[config.mk]
export PLATFORM = sky130hd
export DESIGN_NAME = axi_rd_arbiter
export DESIGN_NICKNAME = d
export VERILOG_FILES = /design/src/rtl/axi_rd_arbiter.sv
export SDC_FILE = /design/constraint.sdc
export NUM_CORES = 1
export LEC_CHECK = 0
export CAP_MARGIN = 5
export CORE_AREA = 2 2 119 121
export CTS_BUF_LIST = sky130_fd_sc_hd__clkbuf_4
export DETAILED_ROUTE_END_ITERATION = 12
export DIE_AREA = 0 0 121 123
export PLACE_DENSITY = 0.75
export SLEW_MARGIN = 20
export SYNTH_ARGS = -nofsm -noshare
export SYNTH_HDL_FRONTEND = slang
export SYNTH_SLANG_ARGS = --single-unit
[constraint.sdc]
create_clock -name clk -period 4.5 [get_ports clk]
set_clock_uncertainty 0.15 [all_clocks]
set_input_delay 0.45 -clock clk [delete_from_list [all_inputs] [get_ports clk]]
set_output_delay 0.45 -clock clk [all_outputs]
set_load 0.03 [all_outputs]
[src/rtl/axi_rd_arbiter.sv]
// Two-requester (IFU/LSU) AXI read arbiter, one outstanding transaction, round-robin grant.
// Grant is combinational in IDLE; the address is registered and presented in the following cycle.
module axi_rd_arbiter #(
  parameter int ADDR_W = 32,
  parameter int DATA_W = 64
) (
  input  logic              clk,
  input  logic              rst,

  input  logic              ifu_arvalid,
  input  logic [ADDR_W-1:0] ifu_araddr,
  output logic              ifu_arready,
  output logic              ifu_rvalid,
  output logic [DATA_W-1:0] ifu_rdata,
  output logic [1:0]        ifu_rresp,
  input  logic              ifu_rready,
  input  logic              ifu_flush,

  input  logic              lsu_arvalid,
  input  logic [ADDR_W-1:0] lsu_araddr,
  output logic              lsu_arready,
  output logic              lsu_rvalid,
  output logic [DATA_W-1:0] lsu_rdata,
  output logic [1:0]        lsu_rresp,
  input  logic              lsu_rready,

  output logic              m_arvalid,
  output logic [ADDR_W-1:0] m_araddr,
  input  logic              m_arready,
  input  logic              m_rvalid,
  input  logic [DATA_W-1:0] m_rdata,
  input  logic [1:0]        m_rresp,
  output logic              m_rready
);

  typedef enum logic [1:0] {IDLE, ADDR, DATA} state_t;

  state_t              state_q;
  logic                gnt_lsu_q;
  logic                pref_lsu_q;
  logic                drop_q;
  logic                arvalid_q;
  logic [ADDR_W-1:0]   araddr_q;

  logic                ifu_req;
  logic                pick_lsu;
  logic                in_idle;
  logic                in_data;
  logic                drop_now;

  // A flushed IFU request is invisible to the arbiter in the cycle it is raised.
  assign ifu_req  = ifu_arvalid & ~ifu_flush;
  assign pick_lsu = lsu_arvalid & (pref_lsu_q | ~ifu_req);
  assign in_idle  = (state_q == IDLE);
  assign in_data  = (state_q == DATA);

  assign ifu_arready = in_idle & ifu_req & ~pick_lsu;
  assign lsu_arready = in_idle & pick_lsu;

  // A flush arriving in the same cycle as the beat also discards it.
  assign drop_now = ~gnt_lsu_q & (drop_q | ifu_flush);

  assign ifu_rvalid = in_data & ~gnt_lsu_q & ~drop_now & m_rvalid;
  assign lsu_rvalid = in_data &  gnt_lsu_q & m_rvalid;
  assign m_rready   = in_data & (gnt_lsu_q ? lsu_rready : (drop_now | ifu_rready));

  assign ifu_rdata = m_rdata;
  assign lsu_rdata = m_rdata;
  assign ifu_rresp = m_rresp;
  assign lsu_rresp = m_rresp;

  assign m_arvalid = arvalid_q;
  assign m_araddr  = araddr_q;

  always_ff @(posedge clk or posedge rst) begin
    if (rst) begin
      state_q    <= IDLE;
      gnt_lsu_q  <= 1'b0;
      pref_lsu_q <= 1'b1;
      drop_q     <= 1'b0;
      arvalid_q  <= 1'b0;
      araddr_q   <= '0;
    end else begin
      case (state_q)
        IDLE: begin
          if (ifu_arready | lsu_arready) begin
            state_q   <= ADDR;
            gnt_lsu_q <= pick_lsu;
            araddr_q  <= pick_lsu ? lsu_araddr : ifu_araddr;
            arvalid_q <= 1'b1;
            drop_q    <= 1'b0;
          end
        end
        ADDR: begin
          drop_q <= drop_q | (ifu_flush & ~gnt_lsu_q);
          if (m_arready) begin
            arvalid_q <= 1'b0;
            state_q   <= DATA;
          end
        end
        DATA: begin
          drop_q <= drop_q | (ifu_flush & ~gnt_lsu_q);
          if (m_rvalid & m_rready) begin
            state_q    <= IDLE;
            pref_lsu_q <= ~gnt_lsu_q;
            drop_q     <= 1'b0;
          end
        end
        default: begin
          state_q   <= IDLE;
          arvalid_q <= 1'b0;
          drop_q    <= 1'b0;
        end
      endcase
    end
  end

endmodule
==> results.md, run 1 <==
- Hold_buf cts: 0
- Pin count of the biggest net entering global routing: 66
- Final min period: 3190 ps
- Syn Inst Count: 355
- Post-route cell area: 3360 sq um
- CTS clk-pin slew, worst paths: 120 ps
- Critical Path Start: state_q[0]
- Initial Util: 0.220
- FF-to-FF Start: state_q[0]
- Core area: 13600 sq um
- Die ar.: 14900 sq um
- DRT Pass-1 Iters: 4
- Clock root buffer: clkbuf_4
- I/O pins: 309
- Remaining DRCs: 0
- Synth warn: 0
- Synth area leaders: buf_4 33%, dfrtp_1 31%, a311oi_1 9.3%
- Startpoint Class: register
- CP delay by family, top: buffers and inverters
- Total power per unit cell area: 590 nW/um^2
- Placed cell count: 500
- CP peak stage delay: 700 ps
- Pins Over Slew Limit: 0
- Worst vdd ir: 203 uV
- Antenna-violating nets left: 0
- Share of the synthesized area in the top cell type: 0.333
- Crit-path cells: inv_1, ha_1, and2_1, clkdlybuf4s50_1
- Initial antenna violation count: 1
- F_max: 313 MHz
- FP Rows: 43
- GRT Total Usage: 0.111
- Slowest cell on crit path: ha_1
- Syn nets: 499
- Clock sink count: 38
- Total number of vias: 2177
- Synthesized area per cell: 8.44 sq um
- First-pass GRT wire length: 12.3 mm
- Fill cells: 1461
- Total negative slack: 0 ps
- Total grt overflow: 0
- Proportion of layout cells with a drive suffix above 1: 0.0701
- Hold Path Class: register to register
- DP HPWL: 6.30 mm
- Yosys reg bits: 38
- Commonest non-fill, non-tap cell in the layout: clkdlybuf4s50_1
- Worst slew pin tran: 851 ps
- Drt initial violations: 103
- Critical path class: register to primary output
- Worst-path fanout max: 19
- Worst path arrival time: 2590 ps
- Final setup vio count: 0
- Highest-count cells in the layout ignoring fill and taps: 109 x clkdlybuf4s50_1, 38 x inv_1, 37 x dfrtp_1, 35 x nor2_1
- Max Cap Violations: 0
- Final Hold Fails: 0
- RSZ-0062 raised after global routing: false
- Placed inst area: 3300 sq um
- Capturing element type of the critical path: primary output
- Total Nets Final: 471
- Die width: 121 um
- Area Overhead vs Synth: 11.9%
- Drt wl/cell: 16.4 um
- Yosys cell types: 32
- H-tree depth: 2
- Status: complete, no violations
- Leak: 1.36 nW
- Post-CTS Resized: 0
- CTS Buffer Depth: 2
- Required time worst endpoint: 3900 ps
- I/O Buffers: 110
- Fin crit share: 0.709
- Aggregate routed wire length: 8.37 mm
- Placement Setup Slack: 1640 ps
- Fin cells: 509
- Max_slew headroom: 0.432
- Final core utilization: 0.247
- Clk_lat worst skew: 360 ps
- Vias in the first global route: 2247
- Final GP Congestion: 0.645
- Via density: 4.28
- Setup WS post-layout: 1310 ps
- Chip Height: 123 um
- Cts bufs inserted: 5
- WP buf/inv: 2
- CTS tree: done
- Yosys top cell by area: buf_4
- Syn Std Cell Area: 3000 sq um
- Setup bufs post-CTS: 0
- Sequential share of the synthesized area: 0.318
- HP Start: pref_lsu_q
## state kept, by name, indices dropped and copies added (netlist names)
name and count:
m_arvalid 1, gnt_lsu_q 1, m_araddr 32, drop_q 1, state_q 2, pref_lsu_q 1
## cell type report
class,instances,area [sq um],area share
Sequential cell,38,952,0.284
Clock inverter,2,8.76,0.00261
Inverter,39,146,0.0436
Timing Repair Buffer,114,1130,0.336
Multi-Input combinational cell,129,847,0.252
Antenna cell,1,2.50,0.000746
Tap cell,180,225,0.0671
Clock buffer,6,45.0,0.0134
## synthesized netlist by cell type
library cell	instances
nand4_1	1
or2_2	1
a311oi_1	32
dfstp_2	1
nand2b_1	1
nor2_2	1
nor2b_2	1
inv_1	39
buf_2	4
o21ai_0	1
buf_4	133
o22ai_2	1
nand2_1	3
nor4_1	1
or4_4	1
mux2_4	2
mux2_1	1
or2b_1	1
a31oi_1	1
o21a_1	1
and2_1	1
a21oi_1	1
ha_1	5
dfrtp_1	37
clkbuf_1	12
a21o_1	1
o21ai_1	1
a31oi_4	1
a21boi_1	1
nor3_1	32
and3_1	1
nor2_1	35
## power breakdown
| group | internal [mW] | switching [mW] |
|---|---|---|
| clock network | 0.0648 | 0.123 |
| logic | 0.492 | 0.701 |
| registers | 0.503 | 0.0963 |
| total | 1.06 | 0.920 |
## per-layer routing
metal	vias up	part of all wire	track usage
met5	-	0	0
met2	134	0.49	0.182
met4	0	0.060	0.0887
met1	999	0.35	0.110
li1	981	-	-
met3	63	0.10	0.0489
## per-stage QoR
step | hold slack [ps] | total power [mW]
after floorplan | 308 | 1.51
after global placement | 319 | 1.76
after detailed placement | 335 | 1.81
after CTS | 354 | 2.01
after global routing | 382 | 2.12
final | 345 | 1.98
## worst paths after layout
check	cells after the start	slack, ps	to
max	4	1310	lsu_arready
min	2	340	pref_lsu_q
max reg2reg	6	1650	m_araddr[26]
min reg2reg	2	340	pref_lsu_q
max in group asynchronous	2	3230	m_araddr[23]
min in group asynchronous	2	430	m_araddr[6]
## cells by family after synthesis
group,after synthesis,share of synthesized area
adders and majority gates,5,0.0209
DFF,38,0.318
AOI/OAI and AO/OA,41,0.119
muxes,3,0.0138
and+or+nand+nor,80,0.125
buffers and inverters,188,0.404
## worst min-delay path, stage by stage, from the launching register on
cell and delay (ps):
dfstp_2 390, nand2_1 40, o21ai_0 70
No activity file was read; power rests on OpenSTA's default activity.
==> run 2, diff against run 1 <==
- PLACE_DENSITY: 0.75 -> 0.78
- clock period: 4.5 -> 2.7 ns (I/O delays scaled with it)
==> results.md, run 2 (same netlist as run 1, synthesis figures left out) <==
- Status: complete, no violations
- Worst slew pin tran: 420 ps
- Final GP Congestion: 0.719
- CP peak stage delay: 670 ps
- Startpoint Class: register
- H-tree depth: 2
- Die ar.: 14900 sq um
- I/O Buffers: 110
- Fill cells: 1477
- Aggregate routed wire length: 7.81 mm
- Placed inst area: 3370 sq um
- RSZ-0062 raised after global routing: false
- Total number of vias: 2140
- I/O pins: 309
- Total power per unit cell area: 991 nW/um^2
- GRT Total Usage: 0.104
- FF-to-FF setup slack: 720 ps
- Total grt overflow: 0
- Max_slew headroom: 0.720
- CTS clk-pin slew, worst paths: 130 ps
- Remaining DRCs: 0
- Pin count of the biggest net entering global routing: 35
- First-pass GRT wire length: 11.7 mm
- Total Nets Final: 477
- Area Overhead vs Synth: 15.4%
- Commonest non-fill, non-tap cell in the layout: clkdlybuf4s50_1
- Final setup vio count: 0
- CTS tree: done
- Via density: 4.16
- DRT Pass-1 Iters: 4
- Proportion of layout cells with a drive suffix above 1: 0.0958
- Wire length on met1: 3.00 mm
- Worst vdd ir: 363 uV
- Post-route cell area: 3460 sq um
- Chip Height: 123 um
- Crit-path cells: inv_1, ha_1, nand2_1, nor2_1, clkdlybuf4s50_1
- FP Rows: 43
- Clock root buffer: clkbuf_4
- Core area: 13600 sq um
- Slowest cell on crit path: clkdlybuf4s50_1
- CP delay by family, top: buffers and inverters
- Highest-count cells in the layout ignoring fill and taps: 106 x clkdlybuf4s50_1, 38 x inv_1, 37 x dfrtp_1, 35 x nor2_1
- Capturing element type of the critical path: primary output
- Max reg flops: 32
- Total Power: 3.43 mW
- Drt wl/cell: 15.2 um
- Critical Path Start: state_q[0]
- Initial Util: 0.220
- Setup WS post-layout: 244 ps
- Max layer used: met4
- F_max: 407 MHz
- Total negative slack: 0 ps
- Critical path class: register to primary output
- Clk_lat worst skew: 370 ps
- Final min period: 2460 ps
- Drt initial violations: 126
- Pins Over Slew Limit: 0
- FF-to-FF Start: state_q[1]
- Worst path arrival time: 2040 ps
- Fin cells: 515
- Leak: 1.44 nW
- Antenna-violating nets left: 0
- Clock sink count: 38
- Hold Path Class: input pin to async pin
- Final core utilization: 0.254
- Initial antenna violation count: 1
- Fin crit share: 0.909
- DP HPWL: 6.05 mm
- Max Cap Violations: 0
- Worst hold slack: 49.5 ps
- Vias in the first global route: 2086
- WP buf/inv: 2
- Wire length on met2: 3.40 mm
- Worst-path fanout max: 5
- DR WL met3: 825 um
- Die width: 121 um
- Placed cell count: 506
- Cts bufs inserted: 5
- CTS Buffer Depth: 2
- Final Hold Fails: 0
- Required time worst endpoint: 2280 ps
- Placement Setup Slack: 229 ps
run 2: power by group:
part / switching, mW / internal [mW]
sequential: 0.155 / 0.837
combinational: 1.15 / 0.860
clock: 0.219 / 0.203
run 2: layout make-up:
class / instances / area, sq um / area share
clock buffers: 6 / 45.0 / 0.0130
multi-input cells: 129 / 852 / 0.246
inverters: 39 / 146 / 0.0423
repair buffers: 120 / 1200 / 0.347
clock inverters: 2 / 33.8 / 0.00977
diodes: 1 / 2.50 / 0.000724
flip-flops and latches: 38 / 952 / 0.275
well taps: 180 / 225 / 0.0651
run 2: path summary, 6_finish.rpt:
kind / endpoint / cells past startpoint
min in group clk: m_araddr[17] / 3
hold / removal: m_araddr[29] / 2
setup / recovery: lsu_rvalid / 5
max in group asynchronous: m_araddr[19] / 3
setup reg to reg: m_araddr[10] / 7
hold reg to reg: pref_lsu_q / 2
run 2: routing by layer:
layer / global-route usage / up-vias
met5: 0 / -
li1: - / 992
met3: 0.0438 / 65
met2: 0.153 / 130
met4: 0.0959 / 0
met1: 0.114 / 953
run 2: repair_timing:
action | 4_1_cts | 5_1_grt
buffers inserted | 0 | 0
setup endpoints to repair | 0 | 2
resized for setup | 0 | 2
hold buffers | 0 | 0
